===== config.mk =====
export PLATFORM = sky130hd
export DESIGN_NAME = snax_memset_stream
export DESIGN_NICKNAME = d
export VERILOG_FILES = /design/src/rtl/snax_memset_stream.sv
export SDC_FILE = /design/constraint.sdc
export NUM_CORES = 2
export LEC_CHECK = 0
export CORE_AREA = 4 4 435 437
export CTS_CLUSTER_DIAMETER = 30
export DETAILED_ROUTE_END_ITERATION = 10
export DIE_AREA = 0 0 439 441
export SETUP_SLACK_MARGIN = 0.1
export SLEW_MARGIN = 20
export SYNTH_ARGS = -nofsm -noshare
export SYNTH_HDL_FRONTEND = slang
export SYNTH_SLANG_ARGS = --single-unit

===== constraint.sdc =====
create_clock -name clk -period 5.8 [get_ports clk]
set_clock_uncertainty 0.2 [all_clocks]
set_input_delay 1.16 -clock clk [delete_from_list [all_inputs] [get_ports clk]]
set_output_delay 1.16 -clock clk [all_outputs]
set_load 0.02 [all_outputs]

===== src/rtl/snax_memset_stream.sv =====
`default_nettype none
// ============================================================================
//  Module   : snax_memset_stream
//  Brief    : Streaming fill / ramp / pass-through beat generator. Each job
//             consumes N input beats and emits N output beats through a
//             single registered output stage.
//  Revision : 1.0 - initial release
// ============================================================================
module snax_memset_stream #(
    parameter int DataWidth    = 512,
    parameter int PatternWidth = 32,
    parameter int UserCsrNum   = 3
) (
    input  logic                 clk,
    input  logic                 rst_n,
    input  logic                 ext_data_i_valid,
    output logic                 ext_data_i_ready,
    input  logic [DataWidth-1:0] ext_data_i_bits,
    output logic                 ext_data_o_valid,
    input  logic                 ext_data_o_ready,
    output logic [DataWidth-1:0] ext_data_o_bits,
    input  logic [31:0]          ext_csr_i_0,
    input  logic [31:0]          ext_csr_i_1,
    input  logic [31:0]          ext_csr_i_2,
    input  logic                 ext_start_i,
    output logic                 ext_busy_o
);

    localparam int c_lanes = DataWidth / PatternWidth;

    localparam logic [1:0] c_mode_ramp   = 2'd1;
    localparam logic [1:0] c_mode_bypass = 2'd2;

    typedef enum logic [0:0] {
        IDLE = 1'b0,
        RUN  = 1'b1
    } state_t;

    // Elaboration-time guard on the parameter set
    generate
        if (((DataWidth % PatternWidth) != 0) || (UserCsrNum != 3)) begin : g_bad_params
            $error("snax_memset_stream: unsupported parameter combination");
        end
    endgenerate

    state_t                  r_state;
    logic                    r_busy;
    logic                    r_valid;
    logic [DataWidth-1:0]    r_bits;
    logic [31:0]             r_in_left;
    logic [31:0]             r_out_left;
    logic [PatternWidth-1:0] r_pattern;
    logic [PatternWidth-1:0] r_step;
    logic [PatternWidth-1:0] r_base;
    logic [1:0]              r_mode;

    logic                     w_in_hs;
    logic                     w_out_hs;
    logic                     w_in_ready;
    logic [PatternWidth+15:0] w_step_ext;
    logic [PatternWidth-1:0]  w_step;
    logic [PatternWidth-1:0]  w_base_inc;
    logic [DataWidth-1:0]     w_fill;
    logic [DataWidth-1:0]     w_ramp;
    logic [DataWidth-1:0]     w_beat;
    logic                     w_unused;

    // Ramp step is a 16-bit CSR field, zero-extended or truncated to lane width
    assign w_step_ext = {{PatternWidth{1'b0}}, ext_csr_i_2[31:16]};
    assign w_step     = w_step_ext[PatternWidth-1:0];

    // CSR bits outside the used fields
    assign w_unused = ^{ext_csr_i_0, ext_csr_i_2[15:2], w_step_ext};

    // Accept input only while the job still needs beats and the output slot frees up
    assign w_in_ready = (r_state == RUN) && (r_in_left != 32'd0) &&
                        (!r_valid || ext_data_o_ready);
    assign w_in_hs    = ext_data_i_valid && w_in_ready;
    assign w_out_hs   = r_valid && ext_data_o_ready;

    // Running base advances by one full beat worth of lanes per accepted input
    assign w_base_inc = r_step * PatternWidth'(c_lanes);

    // Per-lane fill and ramp values; ramp lanes are base plus step times lane index
    generate
        for (genvar k = 0; k < c_lanes; k++) begin : g_lane
            assign w_fill[k*PatternWidth +: PatternWidth] = r_pattern;
            assign w_ramp[k*PatternWidth +: PatternWidth] = r_base + r_step * PatternWidth'(k);
        end
    endgenerate

    // Select the next output beat according to the latched mode
    always_comb begin
        w_beat = w_fill;
        case (r_mode)
            c_mode_ramp:   w_beat = w_ramp;
            c_mode_bypass: w_beat = ext_data_i_bits;
            default:       w_beat = w_fill;
        endcase
    end

    // Job control, beat counters and registered output stage
    always_ff @(posedge clk) begin
        if (!rst_n) begin
            r_state    <= IDLE;
            r_busy     <= 1'b0;
            r_valid    <= 1'b0;
            r_bits     <= '0;
            r_in_left  <= 32'd0;
            r_out_left <= 32'd0;
            r_pattern  <= '0;
            r_step     <= '0;
            r_base     <= '0;
            r_mode     <= 2'd0;
        end else begin
            case (r_state)
                IDLE: begin
                    if (ext_start_i && (ext_csr_i_1 != 32'd0)) begin
                        r_pattern  <= ext_csr_i_0[PatternWidth-1:0];
                        r_base     <= ext_csr_i_0[PatternWidth-1:0];
                        r_step     <= w_step;
                        r_mode     <= ext_csr_i_2[1:0];
                        r_in_left  <= ext_csr_i_1;
                        r_out_left <= ext_csr_i_1;
                        r_busy     <= 1'b1;
                        r_state    <= RUN;
                    end
                end
                RUN: begin
                    if (w_in_hs) begin
                        r_bits    <= w_beat;
                        r_valid   <= 1'b1;
                        r_in_left <= r_in_left - 32'd1;
                        r_base    <= r_base + w_base_inc;
                    end else if (w_out_hs) begin
                        r_valid <= 1'b0;
                    end
                    if (w_out_hs) begin
                        r_out_left <= r_out_left - 32'd1;
                        if (r_out_left == 32'd1) begin
                            r_busy  <= 1'b0;
                            r_state <= IDLE;
                        end
                    end
                end
                default: begin
                    r_state <= IDLE;
                end
            endcase
        end
    end

    assign ext_data_i_ready = w_in_ready;
    assign ext_data_o_valid = r_valid;
    assign ext_data_o_bits  = r_bits;
    assign ext_busy_o       = r_busy;

endmodule
`default_nettype wire

==> metrics.yaml <==
sta:
  finalMaxSlewViolations: 0
  tightest_slew_ns: 1.301
  fin_crit_sh_pct: 94.88
  rsz0062_at_grt: "no"
  slew_headroom_pct: 13.29
  hold_viol_final: 0
  fmax_ghz: 0.1817
  tns_ns: 0
  setup_viol: 0
  fin_crit_ns: 5.503
  fin_ws_ns: 0.2969
clocking:
  path_clk_slew_ns: 0.04
  htree_levels: 4
  clock_path_buffers: 3
  cts_buffers: 212
  holdBufCountCts: 0
  clockRootBuffer: "clkbuf_16"
  cts.sinks: 661
  cts_tree: "built"
  clk_latency_ns: 0.89
layout:
  fill_cells: 18940
  area_delta_synth_final_pct: 44.94
  drive_above_1_share_pct: 10.13
  layout_common_cells: "clkdlybuf4s50_1, a21oi_1, nor2_1"
  fin_nets: 9147
  ff_latch_area_um2: 13240
  layout_commonest_cell: "clkdlybuf4s50_1"
  multiInputGateArea_um2: 36240
  post-route-cell-area_um2: 75400
  fin_cells: 10720
logic_synthesis:
  syn_nets: 7885
  synth_area_leaders: "dfxtp_1, ha_1, a21oi_1"
  synth_edf_count: 0
  ys_ff_latch: 661
  synth_cells: 6720
  synth-seq-area-share_pct: 25.44
  yosys_warnings: 0
  yosysUniqueCellTypes: 97
  syn_area_um2: 52020
  avgSynthCellArea_um2: 7.742
  synthArstFlopShare_pct: 0
  yosys.area.top_type_share_pct: 25.44
  synth_flop_cell: "dfxtp_1"
  yosysTopAreaCell: "dfxtp_1"
power:
  power_switching_mw: 8.325
  internal_power_mw: 15.41
  p_total_mw: 23.73
  cellLeakagePower_nw: 30.87
  peakVddDrop_uv: 269.1
  combPwrFrac_pct: 28.5
  switching_share_pct: 35.07
  pwr-share-clk_pct: 50.2
  seqPwrFrac_pct: 21.4
  p_per_area_nw_per_um2: 314.8
hold_path:
  whs_path_depth: 2
  hold_end: "ext_data_o_bits[139]"
  hp-start: "ext_data_o_bits[139]"
  hp-class: "reg2reg"
floorplanning:
  core_region_area_um2: 185000
  io_pins: 1128
  num_rows: 158
  start_util_pct: 28.12
  die_y_um: 441
  die_w_um: 439
  die_area_um2: 193600
grt:
  grt_start_max_net_pins: 153
  track_usage_pct: 35.58
  grt-ovfl-total: 0
  antenna_found_initial: 118
  grt_pass1_vias: 59390
  grt_pass1_wl_mm: 483.8
placed_design:
  gp_congestion: 1.023
  dp_cells: 10250
  dp_hpwl_mm: 290.3
  preCtsSetupSlack_ns: -0.07440
  port_buffers: 1113
  place_area_um2: 67650
routing:
  wire_per_inst_um: 33.89
  drtPass1Iterations: 7
  routed_wl_mm: 363.2
  route.detailed.drc: 0
  vias: 62890
  drt_iter0_drc: 8143
  ant_nets: 0
  viasPerCell: 5.869
worst_setup_path:
  cp_max_fo: 5
  criticalPathCategory: "reg2reg"
  end_kind: "register"
  rrSetupSlack_ns: 0.30
  r2r_start: "r_step[0]"
  rr_worst_depth: 23
  r2r_end: "ext_data_o_bits[446]"
  cp-start-kind: "register"
  arrival_ns: 6.08
  crit_start: "r_step[0]"
  required_ns: 6.38
job:
  maxCapViolations: 0
outcome:
  status: "finished clean"
## timing repair
action,CTS,global route
pin swaps,0,3
setup buffers,0,3
endpoints found under the hold margin,0,0
cloned,0,0
setup endpoints to repair,7,48
gates resized for setup,3,23
## cell families (layout without fill, tap and decap cells)
kind of cell               after synthesis  after routing  synth area share (%)
AOI/OAI and AO/OA                     2396           2396                 29.21
and+or+nand+nor                       2026           2026                 17.52
buffers and inverters                  711           2151                 5.392
DFF                                    661            661                 25.44
adders and majority gates              552            552                 16.02
xor gates and xnor gates               329            329                 5.539
muxes                                   45             45                0.8851
other                                    0             76                     0
## worst max path at each step
stage	slack, ns	cells past startpoint	to
after global routing	0.09	18	ext_data_o_bits[505]
after floorplan	0.17	19	ext_data_o_bits[471]
after detailed placement	-0.07	23	ext_data_o_bits[341]
final	0.30	23	ext_data_o_bits[446]
after CTS	0.11	22	ext_data_o_bits[222]
after global placement	0.04	23	ext_data_o_bits[345]
## cells in the mapped netlist, types with 16 or more instances
master / n
a211o_1: 17
a211oi_1: 113
a21o_1: 129
a21oi_1: 875
a221o_1: 23
a221oi_1: 227
a22oi_1: 21
a31oi_1: 71
a41oi_1: 17
and2_1: 52
and3_1: 49
buf_1: 21
buf_2: 82
clkbuf_1: 304
dfxtp_1: 661
fa_1: 190
ha_1: 362
inv_1: 291
mux2i_1: 37
nand2_1: 567
nand2b_1: 45
nand3_1: 132
nand4_1: 25
nor2_1: 734
nor2b_1: 45
nor3_1: 217
nor4_1: 31
o211ai_1: 43
o21a_1: 51
o21ai_0: 498
o21ai_1: 19
o21bai_1: 26
o221ai_1: 23
o22ai_1: 30
o31ai_1: 32
o32ai_1: 16
or3_1: 48
xnor2_1: 223
xor2_1: 106
## power groups by stage
stage / Clock, mW / Combinational, mW / Sequential [mW]
2_1_floorplan: 0 / 3.11 / 5.29
3_3_place_gp: 0 / 6.55 / 5.12
3_5_place_dp: 0 / 6.58 / 5.13
4_1_cts: 12.0 / 6.61 / 5.06
5_1_grt: 12.2 / 7.08 / 5.09
6_report: 11.9 / 6.76 / 5.07
## worst max-delay path: stages, from the launching register on
cell      delay (ns)
dfxtp_1         0.37
buf_4           0.17
ha_1            0.24
buf_4           0.19
fa_1            0.50
inv_1           0.05
fa_1            0.50
inv_1           0.04
ha_1            0.32
o21ai_0         0.11
o31ai_1         0.20
buf_4           0.18
a41oi_1         0.12
buf_4           0.18
o21ai_0         0.44
buf_4           0.23
a31oi_1         0.08
buf_4           0.17
a211oi_1        0.29
buf_4           0.21
xnor2_1         0.07
a221oi_1        0.39
buf_4           0.18
nor2_1          0.04
## state kept, by name, summed over array words and instances, names as in the netlist
| name | cells |
|---|---|
| r_mode | 2 |
| ext_data_o_valid | 1 |
| r_in_left | 32 |
| r_state | 1 |
| r_out_left | 32 |
| r_step | 16 |
| r_pattern | 32 |
| r_base | 32 |
| ext_data_o_bits | 512 |
| ext_busy_o | 1 |
## area by class of cell
| cell class | instances | share of cell area (%) |
|---|---|---|
| clock buffers | 314 | 8.287 |
| diodes | 76 | 0.2522 |
| flip-flops and latches | 661 | 17.56 |
| well taps | 2480 | 4.115 |
| inverters | 299 | 1.498 |
| multi-input cells | 5348 | 48.06 |
| repair buffers | 1460 | 18.65 |
| clock inverters | 78 | 1.578 |
## stage by stage
step           util, %  hold slack (ns)
3_5_place_dp     36.56           0.2443
4_1_cts          40.59           0.2524
2_1_floorplan        -           0.2367
3_3_place_gp     36.55           0.2391
5_1_grt          40.73           0.2735
6_report         40.75           0.2517
## metal layers
layer,track usage [%],up-vias,wire [µm]
met5,0,-,168
met4,20.88,26,23540
met3,10.80,775,41050
met2,53.24,3906,155800
met1,45.06,31050,142600
li1,-,27130,-
Power figures use the tool's default switching activity.
